**src/rtl/spi_pkg.sv**
```systemverilog
`default_nettype none
// ============================================================================
// Module      : spi_pkg
// Description : Shared types and constants for the SPI packet framer.
//               state_t      - framer sequencer states
//               c_SYNC_BYTE_DEFAULT - default packet start marker
// Revision    : 1.0 - initial release
// ============================================================================
package spi_pkg;

  typedef enum logic [1:0] {
    HUNT    = 2'd0,
    PAYLOAD = 2'd1,
    CSUM    = 2'd2
  } state_t;

  localparam logic [7:0] c_SYNC_BYTE_DEFAULT = 8'hA5;

endpackage : spi_pkg
`default_nettype wire

```
**src/rtl/spi_timeout.sv**
```systemverilog
`default_nettype none
// ============================================================================
// Module      : spi_timeout
// Description : Inter-byte idle timer with terminal-count pulse.
//               The count holds the number of cycles elapsed since the last
//               clear, so the terminal pulse lands TIMEOUT_CYCLES-1 idle
//               cycles after the clearing byte and the registered error in
//               the framer appears TIMEOUT_CYCLES cycles after that byte.
//               TIMEOUT_CYCLES must be at least 2.
// Ports       : clk_in     - system clock
//               rst_in     - synchronous active-high reset
//               i_clear    - restart the idle count (a byte arrived)
//               i_tick     - one idle cycle elapsed
//               o_terminal - combinational: idle limit reached this cycle
// Revision    : 1.0 - initial release
// ============================================================================
module spi_timeout #(
  parameter int unsigned TIMEOUT_CYCLES = 100_000
) (
  input  logic clk_in,
  input  logic rst_in,
  input  logic i_clear,
  input  logic i_tick,
  output logic o_terminal
);

  localparam int unsigned CW = (TIMEOUT_CYCLES > 1) ? $clog2(TIMEOUT_CYCLES) : 1;
  localparam logic [CW-1:0] c_TERMINAL = CW'(TIMEOUT_CYCLES - 1);

  logic [CW-1:0] r_count;

  always_ff @(posedge clk_in) begin
    if (rst_in) begin
      r_count <= '0;
    end else if (i_clear) begin
      r_count <= CW'(1);
    end else if (i_tick && (r_count != c_TERMINAL)) begin
      r_count <= r_count + CW'(1);
    end
  end

  assign o_terminal = i_tick && (r_count == c_TERMINAL);

endmodule : spi_timeout
`default_nettype wire

```
**src/rtl/spi_packet_framer.sv**
```systemverilog
`default_nettype none
// ============================================================================
// Module      : spi_packet_framer
// Description : Hunts for a sync byte in the SPI receiver byte stream,
//               assembles PAYLOAD_BYTES payload bytes, verifies the 8-bit
//               additive checksum and presents good packets on a
//               valid/ready output. Errors are reported as one-cycle pulses.
// Ports       : clk_in           - 100 MHz system clock
//               rst_in           - synchronous active-high reset
//               byte_in          - received byte
//               byte_valid_in    - one-cycle byte strobe
//               packet_out       - payload, first byte in the MSBs
//               packet_valid_out - packet_out holds an unconsumed packet
//               packet_ready_in  - consumer accepts when valid && ready
//               csum_err_out     - pulse: checksum mismatch
//               timeout_err_out  - pulse: inter-byte timeout
//               overflow_err_out - pulse: good packet dropped, output held
//               busy_out         - framer is inside a packet
// Revision    : 1.0 - initial release
// ============================================================================
module spi_packet_framer
  import spi_pkg::*;
#(
  parameter int unsigned PAYLOAD_BYTES  = 4,
  parameter logic [7:0]  SYNC_BYTE      = c_SYNC_BYTE_DEFAULT,
  parameter int unsigned TIMEOUT_CYCLES = 100_000
) (
  input  logic                       clk_in,
  input  logic                       rst_in,
  input  logic [7:0]                 byte_in,
  input  logic                       byte_valid_in,
  output logic [8*PAYLOAD_BYTES-1:0] packet_out,
  output logic                       packet_valid_out,
  input  logic                       packet_ready_in,
  output logic                       csum_err_out,
  output logic                       timeout_err_out,
  output logic                       overflow_err_out,
  output logic                       busy_out
);

  localparam int unsigned W     = 8 * PAYLOAD_BYTES;
  localparam int unsigned IDX_W = (PAYLOAD_BYTES > 1) ? $clog2(PAYLOAD_BYTES) : 1;
  localparam logic [IDX_W-1:0] c_LAST_IDX = IDX_W'(PAYLOAD_BYTES - 1);

  state_t           r_state;
  state_t           w_next_state;
  logic [W-1:0]     r_staging;
  logic [W-1:0]     r_packet;
  logic             r_valid;
  logic [7:0]       r_sum;
  logic [IDX_W-1:0] r_idx;
  logic             r_csum_err;
  logic             r_timeout_err;
  logic             r_overflow_err;
  logic             r_busy;

  logic w_good;
  logic w_bad;
  logic w_commit;
  logic w_tick;
  logic w_tc;

  // The timer only runs inside a packet; any byte restarts it.
  assign w_tick = (r_state != HUNT) && !byte_valid_in;

  spi_timeout #(
    .TIMEOUT_CYCLES (TIMEOUT_CYCLES)
  ) u_timeout (
    .clk_in     (clk_in),
    .rst_in     (rst_in),
    .i_clear    (byte_valid_in),
    .i_tick     (w_tick),
    .o_terminal (w_tc)
  );

  always_ff @(posedge clk_in) begin
    if (rst_in) begin
      r_state <= HUNT;
    end else begin
      r_state <= w_next_state;
    end
  end

  // w_tc implies no byte this cycle, so an arriving byte always wins.
  always_comb begin
    w_next_state = r_state;
    w_good       = 1'b0;
    w_bad        = 1'b0;
    unique case (r_state)
      HUNT: begin
        if (byte_valid_in && (byte_in == SYNC_BYTE)) begin
          w_next_state = PAYLOAD;
        end
      end
      PAYLOAD: begin
        if (byte_valid_in) begin
          if (r_idx == c_LAST_IDX) begin
            w_next_state = CSUM;
          end
        end else if (w_tc) begin
          w_next_state = HUNT;
        end
      end
      CSUM: begin
        if (byte_valid_in) begin
          w_next_state = HUNT;
          if (byte_in == r_sum) begin
            w_good = 1'b1;
          end else begin
            w_bad = 1'b1;
          end
        end else if (w_tc) begin
          w_next_state = HUNT;
        end
      end
      default: w_next_state = HUNT;
    endcase
  end

  // A held packet may be replaced only if it is consumed in the same cycle.
  assign w_commit = w_good && (!r_valid || packet_ready_in);

  always_ff @(posedge clk_in) begin
    if (rst_in) begin
      r_staging      <= '0;
      r_packet       <= '0;
      r_valid        <= 1'b0;
      r_sum          <= '0;
      r_idx          <= '0;
      r_csum_err     <= 1'b0;
      r_timeout_err  <= 1'b0;
      r_overflow_err <= 1'b0;
      r_busy         <= 1'b0;
    end else begin
      r_csum_err     <= w_bad;
      r_timeout_err  <= w_tc;
      r_overflow_err <= w_good && r_valid && !packet_ready_in;
      r_busy         <= (w_next_state != HUNT);

      unique case (r_state)
        HUNT: begin
          if (byte_valid_in && (byte_in == SYNC_BYTE)) begin
            r_idx <= '0;
            r_sum <= '0;
          end
        end
        PAYLOAD: begin
          if (byte_valid_in) begin
            r_staging <= (r_staging << 8) | W'(byte_in);
            r_sum     <= r_sum + byte_in;
            r_idx     <= r_idx + IDX_W'(1);
          end else if (w_tc) begin
            r_staging <= '0;
          end
        end
        CSUM: begin
          if (w_tc) begin
            r_staging <= '0;
          end
        end
        default: ;
      endcase

      if (w_commit) begin
        r_packet <= r_staging;
        r_valid  <= 1'b1;
      end else if (r_valid && packet_ready_in) begin
        r_valid <= 1'b0;
      end
    end
  end

  assign packet_out       = r_packet;
  assign packet_valid_out = r_valid;
  assign csum_err_out     = r_csum_err;
  assign timeout_err_out  = r_timeout_err;
  assign overflow_err_out = r_overflow_err;
  assign busy_out         = r_busy;

endmodule : spi_packet_framer
`default_nettype wire
```
**config.mk**
```make
export PLATFORM = sky130hd
export DESIGN_NAME = spi_packet_framer
export DESIGN_NICKNAME = d
export VERILOG_FILES = /design/src/rtl/spi_pkg.sv /design/src/rtl/spi_timeout.sv /design/src/rtl/spi_packet_framer.sv
export SDC_FILE = /design/constraint.sdc
export NUM_CORES = 1
export LEC_CHECK = 0
export ABC_AREA = 1
export BUFFER_PORTS_ARGS = -buffer_cell sky130_fd_sc_hd__buf_2
export CAP_MARGIN = 5
export CORE_MARGIN = 5
export CORE_UTILIZATION = 30
export CTS_CLUSTER_SIZE = 24
export DETAILED_ROUTE_END_ITERATION = 8
export GPL_TIMING_DRIVEN = 0
export PLACE_DENSITY = 0.55
export SYNTH_ARGS = -nofsm -noshare
export SYNTH_HDL_FRONTEND = slang
export SYNTH_SLANG_ARGS = --single-unit
```
**constraint.sdc**
```tcl
create_clock -name clk_in -period 1.7 [get_ports clk_in]
set_clock_uncertainty 0.05 [all_clocks]
set_input_delay 0.17 -clock clk_in [delete_from_list [all_inputs] [get_ports clk_in]]
set_output_delay 0.17 -clock clk_in [all_outputs]
set_load 0.1 [all_outputs]
```
==> impl_metrics.json, run 1 <==
{
  "core_area_mm2": 0.0180,
  "rsz0062_at_grt": "true",
  "criticalPathCategory": "reg -> reg",
  "wirelength_mm": 14.3,
  "whs_path_depth": 2,
  "worst_ir_drop_vdd_mv": 0.450,
  "drt-initial-drc-count": 180,
  "cts_hold_buf": 0,
  "min_path_type": "in -> reg",
  "overflow": 0,
  "ys_seq_area_share_pct": 35.7,
  "status": "completed",
  "drv_cap": 0,
  "port-buffer-count": 48,
  "fin_ws_ns": 0.00771,
  "viasPerCell": 4.48,
  "max-slew-margin-rel_pct": 60.6,
  "fillerInstances": 1971,
  "grt_antenna_before_repair": 0,
  "critPathMaxFanout": 7,
  "grt_pass1_vias": 4955,
  "final_layout_size_suffix_gt1_share_pct": 29.2,
  "worstMarginPinSlew_ns": 0.591,
  "dr.pass1.iters": 4,
  "cp_slowest_stage_delay_ns": 0.34,
  "slew_violations": 0,
  "hold_start": "rst_in",
  "die_w_um": 145,
  "clock_latency_ns": 0.35,
  "setup.worst_path.start_class": "flip-flop",
  "drcViolationCount": 0,
  "pre_cts_slack_ns": -0.379,
  "synth_top_area_cell": "dfxtp_1",
  "grt_usage_pct": 13.3,
  "avgSynthCellArea_um2": 6.58,
  "wl_per_cell_um": 12.3,
  "fp-row-count": 49,
  "cts_buffers": 9,
  "hold_path_end": "csum_err_out$_SDFF_PP0_",
  "cts_tree": "built",
  "p_int_w": 0.00335,
  "path_buf_inv": 3,
  "synth_top_area_share_pct": 35.7,
  "p_sw_share_pct": 24.4,
  "clockPowerShare_pct": 43.4,
  "reg2reg_from": "r_sum[5]$_SDFFE_PP0P_",
  "yosysMostFrequentCell": "nand2_1",
  "r2r_end": "packet_out[8]$_SDFFE_PP0P_",
  "antenna_left": 0,
  "power_density_mw_per_mm2": 629,
  "ff2ff_path_depth": 10,
  "synthFlopType": "dfxtp_1",
  "synth_nets": 862,
  "clk_pin_slew_ns": 0.07,
  "period_minus_slack_ns": 1.69,
  "hold_viol": 0,
  "syn-cell-area_mm2": 0.00550,
  "vias": 5176,
  "cp_common_cell": "nand2_1",
  "start_util_pct": 30.5,
  "synth_common_cells": "nand2_1 (187), inv_1 (140), nor2_1 (136)",
  "synthDistinctLibCells": 34,
  "arrival_ns": 1.93,
  "cts_root_buf": "clkbuf_16",
  "total_leakage_power_nw": 3.23,
  "p_comb_share_pct": 4.8,
  "synthArstFlopShare_pct": 0,
  "antenna_cells": 0,
  "syn_inst": 836,
  "period_share_pct": 99.5,
  "clockBufferDepth": 2,
  "final_util_pct": 39.1,
  "fp.dieH_um": 145,
  "dpl.hpwl_mm": 10.1,
  "syn_to_final_growth_pct": 28.1,
  "r2r_slack_ns": 0.008,
  "worstPathRequired_ns": 1.94,
  "gp_congestion": 0.906,
  "cp_slowest_cell": "dfxtp_2",
  "setup_viol": 0,
  "fin_nets": 949,
  "p_seq_share_pct": 51.9,
  "grt_pass1_wl_mm": 23.8,
  "power_w": 0.00444,
  "tns_ns": 0,
  "io_pins": 49,
  "critPathCaptureType": "flip-flop",
  "cts_htree_levels": 3,
  "ys_warn_count": 0,
  "cts_sinks": 98,
  "path_cells": "ha_4, inv_4, nand2_4, nor3_4, nand4_4, buf_12, clkbuf_16, nand2_1, nand2_1, nor2_1",
  "synth_edf_count": 0,
  "switchingPower_w": 0.00108,
  "ys_ff_latch": 98,
  "fmax_ghz": 0.591,
  "die_area_mm2": 0.0211,
  "critPathTopFamily": "simple AND/OR/NAND/NOR gates",
  "grt_max_degree": 17,
  "synthTopCellsByArea": "dfxtp_1 (36%), nand2_1 (13%), inv_1 (9.6%)"
}
stage by stage:
stage | std cells | hold slack (ns) | instance area [µm²]
2_1_floorplan | 836 | 0.199 | 5500
3_3_place_gp | 1113 | 0.410 | 6030
3_5_place_dp | 1113 | 0.416 | 6030
4_1_cts | 1142 | 0.0669 | 6710
5_1_grt | 1156 | 0.0918 | 7050
6_report | 1156 | 0.0729 | 7050
worst max-delay path by stage:
stage	startpoint	endpoint	slack, ns	depth (start not counted)
floorplan	r_sum[2]$_SDFFE_PP0P_	packet_out[10]$_SDFFE_PP0P_	0.06	8
global placement	r_state[1]$_SDFF_PP0_	r_staging[24]$_SDFFE_PP0P_	-0.39	7
detailed placement	r_state[0]$_SDFF_PP0_	r_staging[24]$_SDFFE_PP0P_	-0.38	7
CTS	r_sum[2]$_SDFFE_PP0P_	packet_out[19]$_SDFFE_PP0P_	-0.10	10
global route	r_sum[3]$_SDFFE_PP0P_	packet_valid_out$_SDFFE_PP0P_	-0.11	8
finish	r_sum[5]$_SDFFE_PP0P_	packet_out[8]$_SDFFE_PP0P_	0.008	10
metal layers:
layer | global-route usage (%) | vias to the layer above | wire (µm)
li1 | - | 2732 | -
met1 | 18.3 | 2360 | 7150
met2 | 21.0 | 76 | 6390
met3 | 3.46 | 8 | 574
met4 | 2.99 | 0 | 143
met5 | 0 | - | 0
power groups by stage:
stage | sequential (W) | clock (W) | combinational [W]
4_1_cts | 0.00230 | 0.00198 | 0.000186
3_5_place_dp | 0.00236 | 0 | 0.000169
2_1_floorplan | 0.00235 | 0 | 0.000104
5_1_grt | 0.00230 | 0.00208 | 0.000233
6_report | 0.00230 | 0.00192 | 0.000211
3_3_place_gp | 0.00236 | 0 | 0.000171
cells in the final DEF, fill, tap and decap left out, types with 3 or more instances in the layout:
| cell type | synthesis | layout |
|---|---|---|
| xor2_1 | 9 | 9 |
| nand2_4 | 1 | 11 |
| nand2_2 | 31 | 51 |
| buf_4 | 1 | 18 |
| inv_1 | 140 | 138 |
| o21ai_1 | 28 | 27 |
| ha_4 | 0 | 7 |
| dfxtp_1 | 98 | 86 |
| nand3_1 | 26 | 26 |
| nor2_2 | 3 | 19 |
| clkbuf_1 | 16 | 9 |
| buf_8 | 0 | 5 |
| buf_6 | 7 | 12 |
| nor3_1 | 4 | 4 |
| nor2_4 | 3 | 7 |
| a21oi_2 | 30 | 32 |
| buf_2 | 11 | 55 |
| o21ai_0 | 39 | 39 |
| dfxtp_2 | 0 | 11 |
| a21oi_1 | 28 | 27 |
| clkbuf_16 | 0 | 11 |
| inv_2 | 3 | 3 |
| ha_1 | 13 | 4 |
| nand4_1 | 8 | 8 |
| nor2_1 | 136 | 116 |
| clkbuf_2 | 0 | 4 |
| nand2_1 | 187 | 157 |
area by class of cell:
type | count | area, µm² | share of cell area, %
inverter | 143 | 542 | 7.69
buffer | 34 | 250 | 3.55
sequential | 98 | 1980 | 28.1
timing repair buffer | 76 | 589 | 8.36
tap | 229 | 287 | 4.07
clock buffer | 9 | 225 | 3.20
clock inverter | 6 | 42.5 | 0.604
multi-input combinational | 561 | 3130 | 44.4
state kept, by name (all words and copies together) (netlist names):
signal / count
busy_out: 1
csum_err_out: 1
timeout_err_out: 1
overflow_err_out: 1
r_state: 2
packet_valid_out: 1
r_idx: 2
packet_out: 32
u_timeout.r_count: 17
r_staging: 32
r_sum: 8
cell families after synthesis:
| family | count (synthesis) | share of synthesized area [%] |
|---|---|---|
| and+or+nand+nor | 406 | 31.7 |
| buffers and inverters | 178 | 13.4 |
| AOI/OAI and AO/OA | 130 | 14.3 |
| DFF | 98 | 35.7 |
| adders and majority gates | 14 | 3.32 |
| xor gates and xnor gates | 10 | 1.59 |
worst reg2reg max path: stages (launching register included):
cell,delay [ns]
dfxtp_2,0.34
ha_4,0.26
inv_4,0.07
nand2_4,0.05
nor3_4,0.18
nand4_4,0.14
buf_12,0.19
clkbuf_16,0.16
nand2_1,0.05
nand2_1,0.05
nor2_1,0.09
repair_timing:
item                       CTS  global route
cloned                       3             3
setup buffers               12            11
pin swaps                   10            21
setup endpoints to repair   85            91
resized for setup           60            69
No activity file was read; power rests on OpenSTA's default activity.
==> run 2: changes to the inputs <==
Settings changed: ABC_AREA 1 to not set, PLACE_DENSITY 0.55 to 0.56.
==> impl_metrics.json, run 2 <==
{
  "setup_viol": 76,
  "syn-cell-area_mm2": 0.00437,
  "cts_tree": "built",
  "drcViolationCount": 0,
  "slew_violations": 0,
  "cts_buffers": 9,
  "power_density_mw_per_mm2": 707,
  "synth_top_area_share_pct": 44.9,
  "setup.worst_path.start_class": "flip-flop",
  "synth_edf_count": 0,
  "criticalPathCategory": "reg -> reg",
  "synth_top_family_by_area": "simple AND/OR/NAND/NOR gates",
  "final_layout_size_suffix_gt1_share_pct": 45.3,
  "cp_slowest_stage_delay_ns": 0.51,
  "critPathMaxFanout": 6,
  "whs_ns": 0.0847,
  "synthTopCellsByArea": "dfxtp_1 (45%), nand2_1 (9.7%), a2bb2oi_1 (6.4%)",
  "cp_slowest_cell": "or4_4",
  "place_area_mm2": 0.00522,
  "cts_sinks": 98,
  "stdcell_area_mm2": 0.00639,
  "muxShareOfSynthArea_pct": 0,
  "synth_top_area_cell": "dfxtp_1",
  "cts_htree_levels": 3,
  "worst_ir_drop_vdd_mv": 0.467,
  "period_minus_slack_ns": 2.31,
  "syn_to_final_growth_pct": 46.3,
  "path_cells": "ha_4, or4_4, or4_4, nor2b_2, buf_6, buf_6, nand2_4, a21oi_2",
  "overflow": 0,
  "ys_seq_area_share_pct": 44.9,
  "synthAdderAreaFrac_pct": 4.18,
  "vias": 3903,
  "synth_common_cells": "nand2_1 (113), dfxtp_1 (98), nor2_1 (59)",
  "whs_path_depth": 3,
  "synth-xor-area-share_pct": 3.81,
  "fin_ws_ns": -0.608,
  "tns_ns": -22.26,
  "avgSynthCellArea_um2": 8.58,
  "arrival_ns": 2.53,
  "dr.pass1.iters": 4,
  "min_path_type": "in -> reg",
  "antenna_left": 0,
  "dpl.hpwl_mm": 7.99,
  "critPathTopFamily": "simple AND/OR/NAND/NOR gates",
  "synth_compound_area_share_pct": 19.2,
  "final_cell_mix": "nand2_1 (86), dfxtp_1 (79), nor2_1 (55), buf_2 (49), a21oi_2 (36)",
  "worstPathRequired_ns": 1.93,
  "ys_warn_count": 0,
  "yosys.area_share.simple_pct": 24.1,
  "r2r_slack_ns": -0.61,
  "clk_pin_slew_ns": 0.07,
  "grt_pass1_vias": 3854,
  "synthDistinctLibCells": 49,
  "grt_usage_pct": 13.9,
  "yosysMostFrequentCell": "nand2_1",
  "cts_root_buf": "clkbuf_16",
  "die_area_mm2": 0.0171,
  "fin_nets": 628,
  "fmax_ghz": 0.433,
  "fp.dieH_um": 131,
  "total_leakage_power_nw": 2.47,
  "fin_cells": 791,
  "syn_inst": 509,
  "die_w_um": 131,
  "max-slew-margin-rel_pct": 46.6,
  "worstMarginPinSlew_ns": 0.802,
  "synth_nets": 535,
  "io_pins": 49,
  "ys_ff_latch": 98,
  "antenna_cells": 0,
  "violations": "negative setup slack",
  "grt_pass1_wl_mm": 19.1,
  "wirelength_mm": 12.0,
  "r2r_end": "packet_out[5]$_SDFFE_PP0P_",
  "grt_max_degree": 18,
  "viasPerCell": 4.93,
  "ff2ff_path_depth": 8,
  "drt-initial-drc-count": 257,
  "hold_start": "byte_in[6]",
  "path_buf_inv": 2,
  "clockBufferDepth": 2,
  "cts_hold_buf": 0,
  "synthArstFlopShare_pct": 0,
  "gp_congestion": 0.824,
  "grt_antenna_before_repair": 0,
  "drv_cap": 0,
  "start_util_pct": 30.3,
  "status": "finished with violations",
  "reg2reg_from": "r_sum[0]$_SDFFE_PP0P_",
  "hold_viol": 0,
  "core_area_mm2": 0.0144,
  "hold_path_end": "r_staging[6]$_SDFFE_PP0P_",
  "mostFrequentLayoutCell": "nand2_1",
  "port-buffer-count": 48,
  "rsz0062_at_grt": "true",
  "period_share_pct": 136,
  "dp_cells": 741,
  "critPathCaptureType": "flip-flop",
  "crit_cells": 8,
  "fp-row-count": 44,
  "wl_per_cell_um": 15.1,
  "clock_latency_ns": 0.35,
  "synthFlopType": "dfxtp_1"
}
## run 2: cell types whose count changed in the layout (fill, tap and decap cells not counted), moves of 9 or more
cell       change
a21oi_1       -16
a2bb2oi_2     +31
dfxtp_4        +9
inv_1        -135
nand2_1       -71
nand2_2       -34
nand3_1       -17
nor2_1        -61
nor2_2        -18
o21ai_0       -37
o21ai_1       -24
## run 2: final cells by class
cell class,count,area [µm²]
Fill cell,1386,8030
Multi-Input combinational cell,375,2920
Buffer,29,283
Timing Repair Buffer,84,629
Inverter,5,21.3
Clock buffer,9,225
Tap cell,184,230
Clock inverter,7,73.8
Sequential cell,98,2010
## run 2: cells by family after synthesis
group / after synthesis
adder cells (fa/ha/maj): 14
AO/OA/AOI/OAI: 109
XOR/XNOR: 19
AND/OR/NAND/NOR: 233
flip-flops: 98
buffers and inverters: 36
## run 2: how the worst max path moves through the flow
stage                                  end  slack, ns                  start
3_5_place_dp   packet_out[30]$_SDFFE_PP0P_      -0.68             byte_in[4]
4_1_cts        packet_out[20]$_SDFFE_PP0P_      -0.61  r_sum[0]$_SDFFE_PP0P_
2_1_floorplan  packet_out[11]$_SDFFE_PP0P_      -0.46  r_sum[4]$_SDFFE_PP0P_
5_1_grt         packet_out[8]$_SDFFE_PP0P_      -0.68  r_sum[1]$_SDFFE_PP0P_
3_3_place_gp   packet_out[30]$_SDFFE_PP0P_      -0.66             byte_in[4]
6_report        packet_out[5]$_SDFFE_PP0P_      -0.61  r_sum[0]$_SDFFE_PP0P_
## run 2: stage by stage
step | setup slack (ns) | power (W) | util, %
floorplan | -0.461 | 0.00243 | -
global placement | -0.664 | 0.00249 | 36.2
detailed placement | -0.677 | 0.00249 | 36.2
global route | -0.681 | 0.00470 | 44.3
CTS | -0.606 | 0.00457 | 41.8
finish | -0.608 | 0.00452 | 44.3
## run 2: routing by layer
layer,part of all wire (%),vias up,global-route usage [%]
met3,3.8,11,3.62
met2,50,62,23.6
li1,-,1952,-
met1,45,1878,17.8
met5,0,-,0
met4,0.94,0,2.90
## run 2: what timing repair did
| item | 4_1_cts | 5_1_grt |
|---|---|---|
| gates resized for setup | 64 | 63 |
| setup buffers | 20 | 10 |
| endpoints found under the setup margin | 87 | 92 |
| pin swaps | 43 | 33 |
| gates cloned | 4 | 2 |
## run 2: tightest hold or removal path, cell delays in order
cell	delay, ns
buf_2	0.14
a2bb2oi_2	0.06
nor2_1	0.07
## run 2: power breakdown
group	switching [W]	internal [W]
Combinational	0.000105	0.0000478
Sequential	0.00000208	0.00228
Clock	0.000929	0.00115
Total	0.00104	0.00348
==> run 3: changes to the inputs <==
Settings changed: CELL_PAD_IN_SITES_DETAIL_PLACEMENT set to 0, CELL_PAD_IN_SITES_GLOBAL_PLACEMENT set to 1, CORE_ASPECT_RATIO set to 2, PLACE_DENSITY 0.56 to 0.68.
==> impl_metrics.json, run 3 (synthesis results as in run 2) <==
{
  "status": "finished with violations",
  "violations": "negative setup slack",
  "start_util_pct": 30.4,
  "fp.dieH_um": 181,
  "setup_viol": 77,
  "cts_root_buf": "clkbuf_16",
  "drt-initial-drc-count": 81,
  "period_share_pct": 138,
  "die_area_mm2": 0.0172,
  "whs_ns": 0.0903,
  "p_int_w": 0.00335,
  "whs_path_depth": 3,
  "p_comb_share_pct": 3.7,
  "syn_to_final_growth_pct": 41.5,
  "cp_common_cell": "or4_4",
  "grt_usage_pct": 14.9,
  "wirelength_mm": 12.4,
  "rsz0062_at_grt": "true",
  "power_density_mw_per_mm2": 714,
  "clockPowerShare_pct": 44.4,
  "antenna_left": 0,
  "cts_htree_levels": 3,
  "cts_tree": "built",
  "clk_pin_slew_ns": 0.07,
  "grt_pass1_vias": 3962,
  "total_leakage_power_nw": 2.35,
  "critPathTopFamily": "simple AND/OR/NAND/NOR gates",
  "dp_cells": 749,
  "grt_pass1_wl_mm": 19.9,
  "fmax_ghz": 0.427,
  "worst_ir_drop_vdd_mv": 0.479,
  "clock_latency_ns": 0.35,
  "stdcell_area_mm2": 0.00618,
  "hold_start": "byte_in[3]",
  "core_area_mm2": 0.0144,
  "drcViolationCount": 0,
  "grt_antenna_before_repair": 0,
  "viasPerCell": 4.82,
  "antenna_cells": 0,
  "fin_cells": 789,
  "final_layout_size_suffix_gt1_share_pct": 43.9,
  "cts_buffers": 9,
  "power_w": 0.00442,
  "worstMarginPinSlew_ns": 0.780,
  "gp_congestion": 0.812,
  "switchingPower_w": 0.00107,
  "critPathCaptureType": "flip-flop",
  "mostFrequentLayoutCell": "dfxtp_1",
  "die_w_um": 95.3,
  "max-slew-margin-rel_pct": 48.0,
  "slew_violations": 0,
  "fin_ws_ns": -0.643,
  "min_path_type": "in -> reg",
  "wl_per_cell_um": 15.8,
  "clockBufferDepth": 2,
  "worstPathRequired_ns": 1.93,
  "period_minus_slack_ns": 2.34,
  "io_pins": 49,
  "cp_slowest_cell": "or4_4",
  "p_sw_share_pct": 24.2,
  "overflow": 0,
  "vias": 3804,
  "path_buf_inv": 2,
  "reg2reg_from": "r_sum[4]$_SDFFE_PP0P_",
  "r2r_slack_ns": -0.64,
  "cts_sinks": 98,
  "arrival_ns": 2.57,
  "setup.worst_path.start_class": "flip-flop",
  "tns_ns": -25.05,
  "r2r_end": "packet_out[9]$_SDFFE_PP0P_",
  "hold_path_end": "r_staging[3]$_SDFFE_PP0P_",
  "final_cell_mix": "dfxtp_1 (83), nand2_1 (80), nor2_1 (56), buf_2 (48), a21oi_2 (35)",
  "ff2ff_path_depth": 8,
  "hold_viol": 0,
  "criticalPathCategory": "reg -> reg",
  "critPathMaxFanout": 7,
  "p_seq_share_pct": 51.9,
  "drv_cap": 0,
  "cp_slowest_stage_delay_ns": 0.54,
  "dpl.hpwl_mm": 9.25,
  "place_area_mm2": 0.00523,
  "port-buffer-count": 48,
  "fin_nets": 619,
  "dr.pass1.iters": 4,
  "path_cells": "ha_4, or4_4, or4_4, nor2b_4, buf_8, clkbuf_16, nand2_2, a21oi_2",
  "fp-row-count": 62,
  "grt_max_degree": 18
}
[run 3: tightest hold or removal path: cells and delay by family]
kind,cells,cell delay [ns]
buffers and inverters,1,0.14
AOI/OAI and AO/OA,1,0.06
and+or+nand+nor,1,0.08
[run 3: cell type report]
class,instances,area [µm²]
well taps,192,240
inverters,5,18.8
fillers,1438,8170
clock buffers,9,225
multi-input cells,375,2900
plain buffers,31,292
clock inverters,6,51.3
repair buffers,73,467
flip-flops and latches,98,1990
[run 3: worst max-delay path by stage]
| stage | from | endpoint | slack (ns) | depth (start not counted) |
|---|---|---|---|---|
| after detailed placement | byte_in[4] | packet_out[25]$_SDFFE_PP0P_ | -0.70 | 9 |
| after floorplan | r_sum[4]$_SDFFE_PP0P_ | packet_out[11]$_SDFFE_PP0P_ | -0.46 | 8 |
| after global routing | r_sum[4]$_SDFFE_PP0P_ | packet_out[16]$_SDFFE_PP0P_ | -0.70 | 8 |
| final | r_sum[4]$_SDFFE_PP0P_ | packet_out[9]$_SDFFE_PP0P_ | -0.64 | 8 |
| after CTS | r_sum[4]$_SDFFE_PP0P_ | packet_out[18]$_SDFFE_PP0P_ | -0.66 | 8 |
| after global placement | byte_in[4] | packet_out[28]$_SDFFE_PP0P_ | -0.67 | 9 |
[run 3: timing repair]
action / CTS / global route
gates cloned: 3 / 1
resized for setup: 49 / 58
setup endpoints to repair: 88 / 93
pin swaps: 24 / 27
buffers inserted: 11 / 10
hold buffers: 0 / 0
[run 3: per-layer routing]
metal	GRT usage [%]	vias to the layer above	wire length, µm	part of all wire (%)
met1	14.5	1809	4360	35
met5	0	-	0	0
met4	6.30	0	321	2.6
li1	-	1916	-	-
met2	29.4	58	7410	60
met3	2.13	21	342	2.8
[run 3: power groups by stage]
stage | clock (W) | combinational [W] | sequential (W)
floorplan | 0 | 0.0000812 | 0.00235
detailed placement | 0 | 0.000146 | 0.00235
finish | 0.00196 | 0.000164 | 0.00229
global route | 0.00211 | 0.000178 | 0.00229
CTS | 0.00200 | 0.000157 | 0.00230
global placement | 0 | 0.000145 | 0.00235
[run 3: metrics by stage]
stage | util [%] | setup WS (ns)
3_5_place_dp | 36.4 | -0.699
5_1_grt | 43.1 | -0.703
4_1_cts | 40.7 | -0.656
2_1_floorplan | - | -0.461
6_report | 43.1 | -0.643
3_3_place_gp | 36.4 | -0.666
